$ cat config.mk
export PLATFORM = sky130hd
export DESIGN_NAME = intersection_scheduler_flat
export DESIGN_NICKNAME = d
export VERILOG_FILES = /design/src/rtl/traffic_pkg.sv /design/src/rtl/intersection_scheduler_if.sv /design/src/rtl/intersection_scheduler_phase_timer.sv /design/src/rtl/intersection_scheduler.sv /design/src/flat_wrapper.sv
export SDC_FILE = /design/constraint.sdc
export NUM_CORES = 1
export LEC_CHECK = 0
export CAP_MARGIN = 0
export CORE_ASPECT_RATIO = 1.75
export CORE_MARGIN = 2
export CORE_UTILIZATION = 54
export DETAILED_ROUTE_END_ITERATION = 10
export PLACE_DENSITY = 0.83
export RECOVER_POWER = 50
export SLEW_MARGIN = 5
export SYNTH_ARGS = -nofsm -noshare
export SYNTH_HDL_FRONTEND = slang
export SYNTH_SLANG_ARGS = --single-unit
$ cat constraint.sdc
create_clock -name Clk -period 3.2 [get_ports Clk]
set_input_delay 0.48 -clock Clk [delete_from_list [all_inputs] [get_ports Clk]]
set_output_delay 0.48 -clock Clk [all_outputs]
set_load 0.01 [all_outputs]
$ cat src/rtl/traffic_pkg.sv
// Shared types and default timing for the two-approach intersection scheduler.
// Optional TRAFFIC_PREEMPT_EN adds an emergency preempt input (see top).
package traffic_pkg;

   typedef enum logic [2:0] {
      IDLE      = 3'd0,
      NS_GREEN  = 3'd1,
      NS_YELLOW = 3'd2,
      CLEAR_NS  = 3'd3,
      EW_GREEN  = 3'd4,
      EW_YELLOW = 3'd5,
      CLEAR_EW  = 3'd6,
      PED_WALK  = 3'd7
   } phase_t;

   typedef enum logic {
      NS = 1'b0,
      EW = 1'b1
   } dir_t;

   localparam int unsigned GREEN_CYC_DEF  = 180000000;
   localparam int unsigned YELLOW_CYC_DEF = 60000000;
   localparam int unsigned ALLRED_CYC_DEF = 25000000;
   localparam int unsigned WALK_CYC_DEF   = 100000000;
   localparam int unsigned CNT_W_DEF      = 32;

endpackage

$ cat src/rtl/intersection_scheduler_if.sv
// Demand inputs and lamp outputs of the intersection scheduler.
// TRAFFIC_PREEMPT_EN adds the Preempt input.
interface intersection_scheduler_if;
   import traffic_pkg::*;

   logic   Enable;
   logic   Req_NS;
   logic   Req_EW;
   logic   Ped_Req;
`ifdef TRAFFIC_PREEMPT_EN
   logic   Preempt;
`endif
   logic   Ped_Ack;
   logic   NS_RED_EN;
   logic   NS_YELLOW_EN;
   logic   NS_GREEN_EN;
   logic   EW_RED_EN;
   logic   EW_YELLOW_EN;
   logic   EW_GREEN_EN;
   logic   WALK_EN;
   phase_t Phase;

   modport master (
`ifdef TRAFFIC_PREEMPT_EN
      output Preempt,
`endif
      output Enable, Req_NS, Req_EW, Ped_Req,
      input  Ped_Ack, NS_RED_EN, NS_YELLOW_EN, NS_GREEN_EN,
      input  EW_RED_EN, EW_YELLOW_EN, EW_GREEN_EN, WALK_EN, Phase
   );

   modport slave (
`ifdef TRAFFIC_PREEMPT_EN
      input  Preempt,
`endif
      input  Enable, Req_NS, Req_EW, Ped_Req,
      output Ped_Ack, NS_RED_EN, NS_YELLOW_EN, NS_GREEN_EN,
      output EW_RED_EN, EW_YELLOW_EN, EW_GREEN_EN, WALK_EN, Phase
   );

endinterface

$ cat src/rtl/intersection_scheduler_phase_timer.sv
// Phase duration counter: clears on phase change, saturates at the terminal
// value so an extended green keeps reporting done.
module phase_timer #(
   parameter int CNT_W = 32
) (
   input  logic             clk,
   input  logic             rst_n,
   input  logic             clr,
   input  logic [CNT_W-1:0] term,
   output logic             done
);

   logic [CNT_W-1:0] cnt;

   always_ff @(posedge clk) begin
      if (!rst_n)
         cnt <= '0;
      else if (clr)
         cnt <= '0;
      else if (cnt < term)
         cnt <= cnt + 1'b1;
   end

   assign done = (cnt >= term);

endmodule

$ cat src/rtl/intersection_scheduler.sv
// Two-approach intersection sequencer with yellow/all-red clearance and
// exclusive pedestrian walk. TRAFFIC_PREEMPT_EN enables north-south preemption.
module intersection_scheduler
   import traffic_pkg::*;
#(
   parameter int unsigned GREEN_CYC  = GREEN_CYC_DEF,
   parameter int unsigned YELLOW_CYC = YELLOW_CYC_DEF,
   parameter int unsigned ALLRED_CYC = ALLRED_CYC_DEF,
   parameter int unsigned WALK_CYC   = WALK_CYC_DEF,
   parameter int          CNT_W      = CNT_W_DEF
) (
   input  logic                     Clk,
   input  logic                     Reset_n,
   intersection_scheduler_if.slave  bus
);

   phase_t           state, state_n;
   dir_t             next_dir, next_dir_n;
   logic             ped_pending;
   logic             ack_q;
   logic             preempt;
   logic             done;
   logic             clr;
   logic [CNT_W-1:0] term;

`ifdef TRAFFIC_PREEMPT_EN
   assign preempt = bus.Preempt;
`else
   assign preempt = 1'b0;
`endif

   always_comb begin
      term = '0;
      unique case (state)
         NS_GREEN,  EW_GREEN:  term = CNT_W'(GREEN_CYC - 1);
         NS_YELLOW, EW_YELLOW: term = CNT_W'(YELLOW_CYC - 1);
         CLEAR_NS,  CLEAR_EW:  term = CNT_W'(ALLRED_CYC - 1);
         PED_WALK:             term = CNT_W'(WALK_CYC - 1);
         default:              term = '0;
      endcase
   end

   phase_timer #(
      .CNT_W (CNT_W)
   ) u_timer (
      .clk   (Clk),
      .rst_n (Reset_n),
      .clr   (clr),
      .term  (term),
      .done  (done)
   );

   assign clr = (state_n != state);

   always_comb begin
      state_n    = state;
      next_dir_n = next_dir;
      unique case (state)
         IDLE: begin
            if (bus.Enable)
               state_n = (next_dir == NS) ? NS_GREEN : EW_GREEN;
         end
         NS_GREEN: begin
            if (!preempt && done && (bus.Req_EW || ped_pending))
               state_n = NS_YELLOW;
         end
         NS_YELLOW: begin
            if (done)
               state_n = CLEAR_NS;
         end
         CLEAR_NS: begin
            if (done) begin
               next_dir_n = EW;
               if (!bus.Enable)
                  state_n = IDLE;
               else if (ped_pending)
                  state_n = PED_WALK;
               else
                  state_n = EW_GREEN;
            end
         end
         EW_GREEN: begin
            if (preempt || (done && (bus.Req_NS || ped_pending)))
               state_n = EW_YELLOW;
         end
         EW_YELLOW: begin
            if (done)
               state_n = CLEAR_EW;
         end
         CLEAR_EW: begin
            if (done) begin
               next_dir_n = NS;
               if (preempt)
                  state_n = NS_GREEN;
               else if (!bus.Enable)
                  state_n = IDLE;
               else if (ped_pending)
                  state_n = PED_WALK;
               else
                  state_n = NS_GREEN;
            end
         end
         PED_WALK: begin
            if (done) begin
               if (!bus.Enable)
                  state_n = IDLE;
               else
                  state_n = (next_dir == NS) ? NS_GREEN : EW_GREEN;
            end
         end
         default: state_n = IDLE;
      endcase
   end

   // The request is retired during the first walk cycle, so a press in that
   // same cycle is absorbed by the walk already being served.
   always_ff @(posedge Clk) begin
      if (!Reset_n) begin
         state       <= IDLE;
         next_dir    <= NS;
         ped_pending <= 1'b0;
         ack_q       <= 1'b0;
      end else begin
         state       <= state_n;
         next_dir    <= next_dir_n;
         ped_pending <= (ped_pending | bus.Ped_Req) & ~ack_q;
         ack_q       <= (state_n == PED_WALK) && (state != PED_WALK);
      end
   end

   assign bus.Ped_Ack      = ack_q;
   assign bus.Phase        = state;
   assign bus.NS_GREEN_EN  = (state == NS_GREEN);
   assign bus.NS_YELLOW_EN = (state == NS_YELLOW);
   assign bus.NS_RED_EN    = !(state inside {NS_GREEN, NS_YELLOW});
   assign bus.EW_GREEN_EN  = (state == EW_GREEN);
   assign bus.EW_YELLOW_EN = (state == EW_YELLOW);
   assign bus.EW_RED_EN    = !(state inside {EW_GREEN, EW_YELLOW});
   assign bus.WALK_EN      = (state == PED_WALK);

endmodule

$ cat src/flat_wrapper.sv
// flat-port wrapper written by rule: the top's interface ports become plain ports
module intersection_scheduler_flat import traffic_pkg::*;
#(
   parameter int unsigned GREEN_CYC  = GREEN_CYC_DEF,
   parameter int unsigned YELLOW_CYC = YELLOW_CYC_DEF,
   parameter int unsigned ALLRED_CYC = ALLRED_CYC_DEF,
   parameter int unsigned WALK_CYC   = WALK_CYC_DEF,
   parameter int          CNT_W      = CNT_W_DEF
)
  (Clk, Reset_n, bus_Enable, bus_Req_NS, bus_Req_EW, bus_Ped_Req, bus_Ped_Ack, bus_NS_RED_EN, bus_NS_YELLOW_EN, bus_NS_GREEN_EN, bus_EW_RED_EN, bus_EW_YELLOW_EN, bus_EW_GREEN_EN, bus_WALK_EN, bus_Phase);
  intersection_scheduler_if bus_i ();
  input  logic Clk;
  input  logic Reset_n;
  input wire logic [$bits(bus_i.Enable)-1:0] bus_Enable;
  input wire logic [$bits(bus_i.Req_NS)-1:0] bus_Req_NS;
  input wire logic [$bits(bus_i.Req_EW)-1:0] bus_Req_EW;
  input wire logic [$bits(bus_i.Ped_Req)-1:0] bus_Ped_Req;
  output wire logic [$bits(bus_i.Ped_Ack)-1:0] bus_Ped_Ack;
  output wire logic [$bits(bus_i.NS_RED_EN)-1:0] bus_NS_RED_EN;
  output wire logic [$bits(bus_i.NS_YELLOW_EN)-1:0] bus_NS_YELLOW_EN;
  output wire logic [$bits(bus_i.NS_GREEN_EN)-1:0] bus_NS_GREEN_EN;
  output wire logic [$bits(bus_i.EW_RED_EN)-1:0] bus_EW_RED_EN;
  output wire logic [$bits(bus_i.EW_YELLOW_EN)-1:0] bus_EW_YELLOW_EN;
  output wire logic [$bits(bus_i.EW_GREEN_EN)-1:0] bus_EW_GREEN_EN;
  output wire logic [$bits(bus_i.WALK_EN)-1:0] bus_WALK_EN;
  output wire logic [$bits(bus_i.Phase)-1:0] bus_Phase;
  assign bus_i.Enable = bus_Enable;
  assign bus_i.Req_NS = bus_Req_NS;
  assign bus_i.Req_EW = bus_Req_EW;
  assign bus_i.Ped_Req = bus_Ped_Req;
  assign bus_Ped_Ack = bus_i.Ped_Ack;
  assign bus_NS_RED_EN = bus_i.NS_RED_EN;
  assign bus_NS_YELLOW_EN = bus_i.NS_YELLOW_EN;
  assign bus_NS_GREEN_EN = bus_i.NS_GREEN_EN;
  assign bus_EW_RED_EN = bus_i.EW_RED_EN;
  assign bus_EW_YELLOW_EN = bus_i.EW_YELLOW_EN;
  assign bus_EW_GREEN_EN = bus_i.EW_GREEN_EN;
  assign bus_WALK_EN = bus_i.WALK_EN;
  assign bus_Phase = bus_i.Phase;
  intersection_scheduler #(.GREEN_CYC(GREEN_CYC), .YELLOW_CYC(YELLOW_CYC), .ALLRED_CYC(ALLRED_CYC), .WALK_CYC(WALK_CYC), .CNT_W(CNT_W)) u_core (.Clk(Clk), .Reset_n(Reset_n), .bus(bus_i));
endmodule
==> reports/qor.yml <==
global_routing:
  grt_max_degree: 33
  grt_pass1_wl_mm: 11.4
  grt_pass1_vias: 2518
  grt_use_total: 0.254
  gr-total-overflow: 0
  antenna_found_initial: 0
drt:
  routed_wl_mm: 7.32
  drc: 0
  firstDrtPassIters: 5
  wire_per_inst_um: 17.2
  ant_nets: 0
  num_vias: 2602
  drt_iter0_drc: 166
  via_per_inst: 6.11
min_path:
  hold_path_class: "flip-flop to flip-flop"
synthesis:
  syn_area_mm2: 0.00270
  synth_top_family_by_area: "simple AND/OR/NAND/NOR gates"
  netlist.area_leader.share: 0.282
  synth_cells: 329
  async_flop_share: 0
  yosys.cell_types.count: 56
  ys_seq_area_frac: 0.282
  synth_xor_area_frac: 0.100
  synthMuxAreaShare: 0.0148
  synthAdderAreaFrac: 0.111
  synthesis.nets: 358
  synth_edf_count: 0
  syn_avg_cell_area_um2: 8.21
  synth-compound-area-share: 0.133
  ys_ff_latch: 38
  synth-simple-area-share: 0.287
  synth_top_area_cell: "dfxtp_1"
  yosysWarnings: 0
  yosys-top-cells-area: "dfxtp_1, ha_1, xnor2_1"
  synth_ff_type: "dfxtp_1"
layout:
  area.sequential_um2: 769
  n_fill_cell: 376
  num_antenna_cells: 0
  area_delta_synth_final_pct: 24.6
  multiInputGateArea_mm2: 0.00190
  fin_util: 0.688
  drive_above_1_share: 0.210
  finalNonFillerCells: 426
  nets: 400
floorplan:
  pin_count: 17
  row_count: 34
  die-area_mm2: 0.00561
  initial_utilization: 0.552
  die_h_um: 97.6
  coreArea_mm2: 0.00489
  die_x_um: 57.5
critical_path:
  worstPathBufferInverterCount: 3
  crit_type: "flip-flop to flip-flop"
  crit_path_max_incr_delay_ns: 0.36
  cp-start-kind: "flip-flop"
  cpLargestDelayFamily: "compound AO/OA/AOI/OAI gates"
  cp.arrival_ns: 3.38
  worstPathRequired_ns: 3.44
  crit_slowest_cell: "dfxtp_2"
  crit_fanout: 9
  cp_cell_sequence: "inv_2, nor3_4, buf_4, nor2_1, ha_1, a21oi_1, o211ai_1, a221oi_2, o311a_4, nand4_1, buf_4, or3_1, a21oi_1"
  r2r_slack_ns: 0.06
  cp-end-kind: "flip-flop"
timing:
  hold_slack_ns: 0.419
  hold_viol: 0
  slew_viol_final: 0
  fin_crit_ns: 3.14
  setup_slack_ns: 0.0551
  fin_crit_sh: 0.983
  relSlewSlack: 0.367
  tightest_slew_ns: 0.946
  final.setup_skew_ns: 0.0151
  setup_violations: 0
  fmax_ghz: 0.318
clock_tree:
  cts_tree: "done"
  cts_buffers: 5
  cts-root-buf: "clkbuf_8"
  cts.sinks: 38
  clk_latency_ns: 0.31
  path_clk_slew_ns: 0.09
  cts_htree_levels: 2
  cts_max_path_buffers: 2
power:
  p_total_w: 0.00183
  p_per_area_mw_per_mm2: 543
  leakage_nw: 1.28
  irDropWorstVdd_mv: 0.348
placement:
  hpwl_mm: 4.92
  io_buffers: 16
  globalplace.congestion: 0.987
  dp.cells: 413
  dp_slack_ns: 0.0171
run:
  max-cap-violations: 0
status:
  status: "finished clean"
## cell usage after synthesis, drive strengths merged, types with 3 or more instances
| cell | count |
|---|---|
| nand4 | 13 |
| a21oi | 17 |
| nor3 | 12 |
| buf | 7 |
| a31oi | 5 |
| mux2i | 4 |
| dfxtp | 38 |
| and3 | 3 |
| nand2 | 20 |
| ha | 23 |
| xor2 | 4 |
| nand3 | 11 |
| nor3b | 3 |
| a221oi | 3 |
| clkbuf | 8 |
| a31o | 3 |
| inv | 20 |
| nor2b | 3 |
| o21ai | 9 |
| nor2 | 59 |
| xnor2 | 26 |
| nor4 | 7 |
| or3 | 4 |
## worst reg2reg max path: cells and delay by family, from the launching register on
kind / cells / cell delay [ns]
adder cells (fa/ha/maj): 1 / 0.31
AO/OA/AOI/OAI: 5 / 1.10
flip-flops: 1 / 0.36
AND/OR/NAND/NOR: 4 / 0.83
buffers and inverters: 3 / 0.48
## kinds of logic after synthesis
group	Yosys count
xor+xnor	30
fa+ha+maj	24
buf+inv	35
flops	38
simple gates	146
mux	4
compound gates	52
## sequential cells by signal, indices dropped and copies added, names as in the netlist
register	cells
u_core.u_timer.cnt	32
u_core.bus.Ped_Ack	1
u_core.bus.Phase	3
u_core.next_dir	1
u_core.ped_pending	1
## layout by cell type (no fill, tap or decap), types with 3 or more instances in the layout
cell,n
dlygate4sd3_1,4
nand3_1,10
nor2_1,58
nor2b_1,3
ha_1,23
xnor2_1,25
nor3_2,4
clkbuf_8,8
clkdlybuf4s50_1,12
inv_1,18
dfxtp_1,35
nor3_1,7
nand4_1,12
xor2_1,4
mux2i_1,4
a221oi_2,3
a31oi_1,5
or3_1,3
o21ai_0,9
nor4_4,4
buf_4,29
nand2_1,20
a21oi_1,17
## layout make-up
class	instances	share of cell area
flip-flops and latches	38	0.229
repair buffers	49	0.129
clock buffers	8	0.0327
multi-input cells	257	0.565
inverters	20	0.0245
well taps	54	0.0201
## power breakdown
part / leakage [nW] / internal, W / switching [W]
clock: 0.0575 / 0.000218 / 0.000186
combinational: 0.916 / 0.000399 / 0.000468
sequential: 0.309 / 0.000500 / 0.0000554
total: 1.28 / 0.00112 / 0.000709
## stage by stage
stage | TNS [ns] | instance area, um^2
3_3_place_gp | 0 | 3070
6_report | 0 | 3370
3_5_place_dp | 0 | 3070
5_1_grt | -0.316 | 3370
4_1_cts | 0 | 3180
2_1_floorplan | 0 | 2710
## final timing paths
| path | cells after the start | to | startpoint |
|---|---|---|---|
| max reg2reg | 13 | u_core.u_timer.cnt[13] | u_core.bus.Phase[1] |
| max | 13 | u_core.u_timer.cnt[13] | u_core.bus.Phase[1] |
| min | 1 | u_core.ped_pending | u_core.bus.Ped_Ack |
| min reg2reg | 1 | u_core.ped_pending | u_core.bus.Ped_Ack |
## per-layer routing
| layer | GRT usage | routed length (um) | vias to the layer above |
|---|---|---|---|
| met4 | 0.150 | 327 | 0 |
| met2 | 0.442 | 3960 | 92 |
| met1 | 0.281 | 2720 | 1239 |
| li1 | - | - | 1245 |
| met5 | 0 | 0 | - |
| met3 | 0.0346 | 319 | 26 |
## timing repair
item,CTS,global route
hold buffers,0,0
resized for setup,0,28
endpoints found under the setup margin,0,36
buffers inserted,0,4
No activity file was read; power rests on OpenSTA's default activity.
